[src/rtl/tt_um_example_multiplier.sv]
// Tiny Tapeout tile: 4x4 unsigned array multiplier built from explicit
// half/full adder cells, with an optional registered 8-bit product.

module tt_um_example_multiplier_ha (
  input  logic a,
  input  logic b,
  output logic sum,
  output logic carry
);
  assign sum   = a ^ b;
  assign carry = a & b;
endmodule

module tt_um_example_multiplier_fa (
  input  logic a,
  input  logic b,
  input  logic cin,
  output logic sum,
  output logic carry
);
  assign sum   = a ^ b ^ cin;
  assign carry = (a & b) | (a & cin) | (b & cin);
endmodule

module tt_um_example_multiplier #(
  parameter int REGISTER_OUTPUT = 1
) (
  input  logic       clk,
  input  logic       rst_n,
  input  logic       ena,
  input  logic [7:0] ui_in,
  output logic [7:0] uo_out,
  input  logic [7:0] uio_in,
  output logic [7:0] uio_out,
  output logic [7:0] uio_oe
);

  logic [3:0] a_s;
  logic [3:0] b_s;
  logic [3:0] pp_s  [0:3];
  logic [3:0] x_s   [1:3];
  logic [3:0] sum_s [1:3];
  logic [3:0] cy_s  [1:3];
  logic [7:0] p_s;

  assign a_s = ui_in[3:0];
  assign b_s = ui_in[7:4];

  // Partial products: row i holds A gated by B[i].
  for (genvar i = 0; i < 4; i++) begin : g_pp
    for (genvar j = 0; j < 4; j++) begin : g_bit
      assign pp_s[i][j] = a_s[j] & b_s[i];
    end
  end

  // Each adder row sees the running sum shifted right by one; the dropped
  // LSB is already a final product bit.
  assign x_s[1] = {1'b0, pp_s[0][3:1]};
  assign x_s[2] = {cy_s[1][3], sum_s[1][3:1]};
  assign x_s[3] = {cy_s[2][3], sum_s[2][3:1]};

  for (genvar i = 1; i < 4; i++) begin : g_row
    tt_um_example_multiplier_ha u_ha (
      .a     (x_s[i][0]),
      .b     (pp_s[i][0]),
      .sum   (sum_s[i][0]),
      .carry (cy_s[i][0])
    );
    for (genvar j = 1; j < 4; j++) begin : g_fa
      tt_um_example_multiplier_fa u_fa (
        .a     (x_s[i][j]),
        .b     (pp_s[i][j]),
        .cin   (cy_s[i][j-1]),
        .sum   (sum_s[i][j]),
        .carry (cy_s[i][j])
      );
    end
  end

  assign p_s = {cy_s[3][3], sum_s[3], sum_s[2][0], sum_s[1][0], pp_s[0][0]};

  if (REGISTER_OUTPUT != 0) begin : g_reg
    logic [7:0] prod_r;

    // Product register: captures the array result on enabled edges.
    always_ff @(posedge clk or negedge rst_n) begin
      if (!rst_n) begin
        prod_r <= 8'h00;
      end else if (ena) begin
        prod_r <= p_s;
      end else begin
        prod_r <= prod_r;
      end
    end

    assign uo_out = prod_r;
  end else begin : g_comb
    assign uo_out = p_s;
  end

  assign uio_out = 8'h00;
  assign uio_oe  = 8'h00;

  logic unused_s;
  assign unused_s = &{1'b0, uio_in, ena};

endmodule

[config.mk]
export PLATFORM = sky130hd
export DESIGN_NAME = tt_um_example_multiplier
export DESIGN_NICKNAME = d
export VERILOG_FILES = /design/src/rtl/tt_um_example_multiplier.sv
export SDC_FILE = /design/constraint.sdc
export NUM_CORES = 1
export LEC_CHECK = 0
export BUFFER_PORTS_ARGS = -buffer_cell sky130_fd_sc_hd__buf_2
export CAP_MARGIN = 0
export CORE_ASPECT_RATIO = 1.5
export CORE_MARGIN = 2
export CORE_UTILIZATION = 35
export CTS_BUF_LIST = sky130_fd_sc_hd__clkbuf_4
export DETAILED_ROUTE_END_ITERATION = 7
export GPL_TIMING_DRIVEN = 0
export PLACE_DENSITY = 0.66
export SLEW_MARGIN = 20
export SYNTH_ARGS = -nofsm -noshare
export SYNTH_HDL_FRONTEND = slang
export SYNTH_SLANG_ARGS = --single-unit
[constraint.sdc]
create_clock -name clk -period 1 [get_ports clk]
set_clock_uncertainty 0.1 [all_clocks]
set_input_delay 0.05 -clock clk [delete_from_list [all_inputs] [get_ports clk]]
set_output_delay 0.05 -clock clk [all_outputs]
set_load 0.01 [all_outputs]
==> impl_metrics.yaml, run 1 <==
floorplanning:
  die_w_microns: 42.1
  fp.dieH_microns: 61.1
  rows: 20
  die_area_sq_um: 2570
  ioPinCount: 43
  start_util_pct: 37.1
  core_sq_um: 2050
outcome:
  violations: "negative hold slack, negative setup slack"
  status: "finished with violations"
power:
  power.leakage_nw: 0.573
  power_density_nw_per_um2: 1120
  p_int_mw: 0.817
  peakVddDrop_uv: 833
  pwr-share-seq_pct: 35.8
  clkPwrFrac_pct: 20.7
  p_sw_share_pct: 32.5
  power.net_switching_mw: 0.394
  power.share.combinational_pct: 43.5
critical_path:
  crit_required_ns: 1.04
  arrival_ns: 3.39
  worstRegToRegCells: 1
  r2r_slack_ns: 0.14
  path_class: "in -> reg"
  regToRegStartpoint: "uo_out[2]"
  crit_path_start_kind: "input port"
  crit_path_end_kind: "flop"
  worstReg2RegEnd: "uo_out[2]"
  crit_fanout: 2
final_layout:
  final_util_pct: 52.6
  layout.cells.non_filler: 135
  final_layout_size_suffix_gt1_share_pct: 46.9
  fin_nets: 146
  final_common_cell: "buf_4"
  final_cell_mix: "19 x buf_4, 16 x conb_1, 13 x buf_2"
  num_antenna_cells: 0
  largest_reg_flops: 8
  syn2layout_area_growth_pct: 41.9
yosys:
  synth.area.top_cells: "dfrtp_1 26%, fa_1 21%, buf_4 16%"
  yosysWarnings: 0
  synth_top_area_share_pct: 26.3
  yosysSeqAreaShare_pct: 26.3
  synth_area_per_cell_sq_um: 10.4
  netlist_instances: 73
  synth_area_sq_um: 761
  yosysTopAreaCell: "dfrtp_1"
  ys_ff_latch: 8
  synth_cell_types: 15
flow_run:
  cap_violations: 0
route:
  drt-total-wl_mm: 1.35
  num_vias: 542
  drt-vias-per-instance: 4.01
  wl_per_cell_microns: 9.97
  dr.pass1.iters: 3
  drt_iter0_drc: 3
  drtAntennaViolNets: 0
  drcViolationCount: 0
grt:
  grt_max_degree: 11
  grt-ovfl-total: 0
  grtUsageTotal_pct: 12.1
  antenna_found_initial: 0
  grt_pass1_vias: 496
  grt_pass1_wl_mm: 2.25
timing:
  worst_slack_ns: -2.36
  max_freq_mhz: 298
  layout_min_cycle_time_ns: 3.36
  drv_slew: 0
  rsz0062_at_grt: "true"
  finalSetupViolCount: 6
  whs_ns: -0.0639
  fin_crit_sh_pct: 336
  finalHoldViolCount: 5
clocking:
  htree_levels: 1
  cts_made_buffers: 3
  cts_tree: "done"
  ctsRootBufferMaster: "clkbuf_4"
  worstSkewPairLatency_ns: 0.26
  postCtsHoldBufs: 2
  clk_pin_slew_ns: 0.06
  cts_buffer_depth: 2
  cts.sinks: 8
placement:
  place_ws_ns: -2.71
  dp_hpwl_mm: 1.09
  port_buffers: 17
  placedCellCount: 127
  routabilityCongestion: 0.765
min_path:
  hold_end: "uo_out[4]"
  hold_path.class: "in -> reg"
  hold_start: "ena"
  min_path_cells: 2
## area by class of cell
| class | count | area, sq um |
|---|---|---|
| fillers | 207 | 972 |
| multi-input cells | 53 | 500 |
| flip-flops and latches | 8 | 200 |
| repair buffers | 22 | 160 |
| plain buffers | 17 | 131 |
| inverters | 10 | 37.5 |
| well taps | 22 | 27.5 |
| clock buffers | 3 | 22.5 |
## per-layer routing
layer / GRT usage, % / up-vias / routed length (microns)
met5: 0 / - / 0
met1: 13.6 / 245 / 475
li1: - / 273 / -
met4: 4.02 / 0 / 4
met2: 21.0 / 22 / 749
met3: 4.99 / 2 / 116
## critical path: stages
cell and delay [ns]:
buf_8 0.10, and2_4 0.15, ha_4 0.15, fa_2 0.35, fa_1 0.47, fa_2 0.35, inv_2 0.06, fa_1 0.43
fa_2 0.36, fa_2 0.36, fa_1 0.49, mux2i_1 0.07
## cell usage after synthesis
library cell	n
o21ai_0	1
fa_1	8
inv_1	10
mux2_4	3
and2_1	11
buf_4	16
buf_6	1
a21oi_1	1
ha_1	4
nand2_1	4
nor2_1	1
conb_1	1
mux2i_1	3
dfrtp_1	8
nand3_1	1
## through the flow
stage	setup TNS, ns	cell area (sq um)	power (mW)
2_1_floorplan	-10.66	870	0.778
3_3_place_gp	-11.82	982	0.932
3_5_place_dp	-12.08	982	0.945
4_1_cts	-10.02	1070	1.23
5_1_grt	-10.26	1080	1.31
6_report	-9.97	1080	1.21
## worst max-delay path by stage
stage	slack, ns	start	depth (start not counted)	to
finish	-2.36	ui_in[1]	12	uo_out[6]
floorplan	-2.46	ui_in[1]	11	uo_out[6]
global route	-2.43	ui_in[1]	12	uo_out[6]
CTS	-2.38	ui_in[1]	12	uo_out[6]
detailed placement	-2.71	ui_in[1]	12	uo_out[6]
global placement	-2.67	ui_in[1]	12	uo_out[6]
## timing repair
action                                  in CTS  in global routing
pin swaps                                    1                  0
endpoints found under the hold margin       13                  5
buffers inserted                             2                  1
resized for setup                            6                  0
gates cloned                                 0                  0
endpoints found under the setup margin       6                  6
## power by group through the flow
stage	registers (mW)	clock network (mW)	logic [mW]
after detailed placement	0.441	0	0.504
after global routing	0.443	0.279	0.592
final	0.434	0.251	0.526
after CTS	0.436	0.262	0.531
after floorplan	0.473	0	0.305
after global placement	0.437	0	0.494
## logic make-up (layout without fill, tap and decap cells)
group                      after synthesis  after routing  share of synthesized area (%)
AOI/OAI and AO/OA                        2              2                           1.31
adders and majority gates               12             12                           27.6
buffers and inverters                   27             52                           22.2
DFF                                      8              8                           26.3
muxes                                    6              6                           9.87
other                                    1             16                          0.493
and+or+nand+nor                         17             17                           12.2
(Power assumes the default switching activity.)
==> run 2, diff against run 1 <==
--- a/config.mk
+++ b/config.mk
@@ -5,6 +5,7 @@
 export SDC_FILE = /design/constraint.sdc
 export NUM_CORES = 1
 export LEC_CHECK = 0
+export ABC_AREA = 1
 export BUFFER_PORTS_ARGS = -buffer_cell sky130_fd_sc_hd__buf_2
 export CAP_MARGIN = 0
 export CORE_ASPECT_RATIO = 1.5
==> run 2 against run 1 <==
Compared with the run above: the flow finishes with violations (negative setup slack); via count grew 19%; final cell count grew 19%; critical path depth grew 3; largest power group unchanged; combinational power is essentially flat; highest routed layer is now met3; sequential power shrank 5.1%; critical path type unchanged; largest cell class unchanged.
==> impl_metrics.yaml, run 2 <==
final_layout:
  fin_nets: 171
  final_layout_size_suffix_gt1_share_pct: 41.3
  final_cell_mix: "32 x nand2_1, 17 x buf_4, 16 x inv_1, 16 x conb_1, 13 x buf_2"
  syn2layout_area_growth_pct: 43.5
  final_common_cell: "nand2_1"
  largest_reg_flops: 8
  fin_area_sq_um: 1110
  final_util_pct: 54.3
  fillerInstances: 216
  num_antenna_cells: 0
timing:
  max_freq_mhz: 299
  rsz0062_at_grt: "true"
  finalSetupViolCount: 6
  fin_crit_sh_pct: 334
  layout_min_cycle_time_ns: 3.34
  whs_ns: 0.0441
  worst_slack_ns: -2.34
  finalHoldViolCount: 0
  drv_slew: 0
grt:
  grt-ovfl-total: 0
  grt_max_degree: 10
  grt_pass1_vias: 615
  grtUsageTotal_pct: 12.6
  antenna_found_initial: 0
  grt_pass1_wl_mm: 2.44
route:
  wl_per_cell_microns: 8.99
  drtAntennaViolNets: 0
  drt-total-wl_mm: 1.44
  dr.pass1.iters: 2
  drt_iter0_drc: 6
  drcViolationCount: 0
  num_vias: 643
  drt-vias-per-instance: 4.02
yosys:
  ys_ff_latch: 8
  synth_cell_types: 10
  synth_top_area_share_pct: 25.8
  synth_area_sq_um: 776
  netlist_instances: 99
  yosysWarnings: 0
  yosysSeqAreaShare_pct: 25.8
  synthArstFlopShare_pct: 100
  synth_common_cells: "38 x nand2_1, 21 x inv_1, 16 x buf_4, 8 x dfrtp_1, 8 x fa_1"
  yosys_most_used_dff: "dfrtp_1"
  synth-edff-count: 0
  yosysMostFrequentCell: "nand2_1"
  synth.area.top_cells: "dfrtp_1 26%, fa_1 21%, nand2_1 18%"
  yosysTopAreaCell: "dfrtp_1"
  synth_area_per_cell_sq_um: 7.84
min_path:
  hold_path.class: "in -> reg"
clocking:
  clk_pin_slew_ns: 0.05
  htree_levels: 1
  worstSkewPairLatency_ns: 0.24
  ctsRootBufferMaster: "clkbuf_4"
  cts_tree: "done"
  cts_buffer_depth: 2
  cts.sinks: 8
  cts_made_buffers: 3
critical_path:
  crit_chain: "buf_8, nand2_4, inv_2, ha_4, fa_2, fa_1, fa_2, inv_2, fa_1, fa_2, fa_2, fa_1, inv_1, nand2_1, nand2_1"
  cp_slowest_cell: "fa_1"
  crit_fanout: 3
  crit_required_ns: 1.03
  worst_path_most_repeated_cell: "fa_2"
  crit_path_start_kind: "input port"
  arrival_ns: 3.37
  path_class: "in -> reg"
  cpPeakStageDelay_ns: 0.49
  crit_path_end_kind: "flop"
floorplanning:
  die_w_microns: 42.4
  start_util_pct: 37.8
  rows: 20
  core_sq_um: 2050
  fp.dieH_microns: 61.7
  ioPinCount: 43
  die_area_sq_um: 2620
power:
  power.share.combinational_pct: 45.3
  pwr-share-seq_pct: 35.5
  p_sw_share_pct: 33.7
  p_int_mw: 0.769
  fin_total_pwr_mw: 1.16
  peakVddDrop_uv: 767
  power.net_switching_mw: 0.391
  clkPwrFrac_pct: 19.2
  power_density_nw_per_um2: 1040
  power.leakage_nw: 0.696
placement:
  place_ws_ns: -2.72
  placed_area_sq_um: 1010
  routabilityCongestion: 0.710
  port_buffers: 17
  dp_hpwl_mm: 1.34
outcome:
  violations: "negative setup slack"
  status: "finished with violations"
flow_run:
  cap_violations: 0
==> run 2: changes by cell type after synthesis <==
cell | previous run | this run
a21oi_1 | 1 | 0
mux2_4 | 3 | 0
nor2_1 | 1 | 0
inv_1 | 10 | 21
o21ai_0 | 1 | 0
mux2i_1 | 3 | 0
nand2_1 | 4 | 38
and2_1 | 11 | 0
inv_2 | 0 | 1
==> run 2: routing by layer <==
metal,wire length [microns],global-route usage (%),part of all wire (%)
met3,79,2.05,5.5
met4,0,6.70,0
met2,878,24.8,61
met1,481,12.5,33
met5,0,0,0
==> run 2: power by group through the flow <==
| stage | combinational (mW) | clock [mW] | sequential (mW) |
|---|---|---|---|
| floorplan | 0.289 | 0 | 0.446 |
| global placement | 0.458 | 0 | 0.414 |
| detailed placement | 0.478 | 0 | 0.418 |
| CTS | 0.511 | 0.238 | 0.413 |
| global route | 0.599 | 0.240 | 0.419 |
| finish | 0.526 | 0.223 | 0.412 |
==> run 2: critical path: cells and delay by family <==
kind | cells | cell delay (ns)
adders and majority gates | 8 | 2.93
buffers and inverters | 4 | 0.24
and+or+nand+nor | 3 | 0.15
==> run 2: metrics by stage <==
step,std cells,TNS (ns)
floorplan,114,-10.13
finish,160,-9.51
CTS,160,-9.92
global route,160,-10.03
global placement,153,-11.45
detailed placement,153,-11.62
==> run 2: cell families after synthesis <==
| logic type | count (synthesis) | synth area share, % |
|---|---|---|
| DFF | 8 | 25.8 |
| adders and majority gates | 12 | 27.1 |
| buffers and inverters | 39 | 27.6 |
| and+or+nand+nor | 39 | 19.0 |
| other | 1 | 0.483 |
==> run 2: area by class of cell <==
cell class | count | area, sq um | share of cell area [%]
plain buffers | 17 | 131 | 11.8
clock buffers | 3 | 22.5 | 2.02
inverters | 22 | 82.6 | 7.42
multi-input cells | 67 | 490 | 44.0
flip-flops and latches | 8 | 200 | 18.0
well taps | 22 | 27.5 | 2.47
repair buffers | 21 | 159 | 14.3
==> run 2: what timing repair did <==
action,in CTS,in global routing
setup buffers,1,0
cloned,0,0
resized for setup,11,6
pin swaps,10,6
hold buffers,3,0
hold endpoints to repair,16,0
setup endpoints to repair,6,6
==> run 2: path summary, 6_finish.rpt <==
| check | from | endpoint | slack, ns | cells after the start |
|---|---|---|---|---|
| setup / recovery | ui_in[4] | uo_out[6] | -2.34 | 15 |
| hold / removal | ui_in[4] | uo_out[0] | 0.04 | 4 |
| min in group asynchronous | rst_n | uo_out[1] | 0.07 | 2 |
| hold reg to reg | uo_out[0] | uo_out[0] | 0.37 | 2 |
| max in group asynchronous | rst_n | uo_out[5] | 0.57 | 2 |
| setup reg to reg | uo_out[5] | uo_out[5] | 0.29 | 2 |
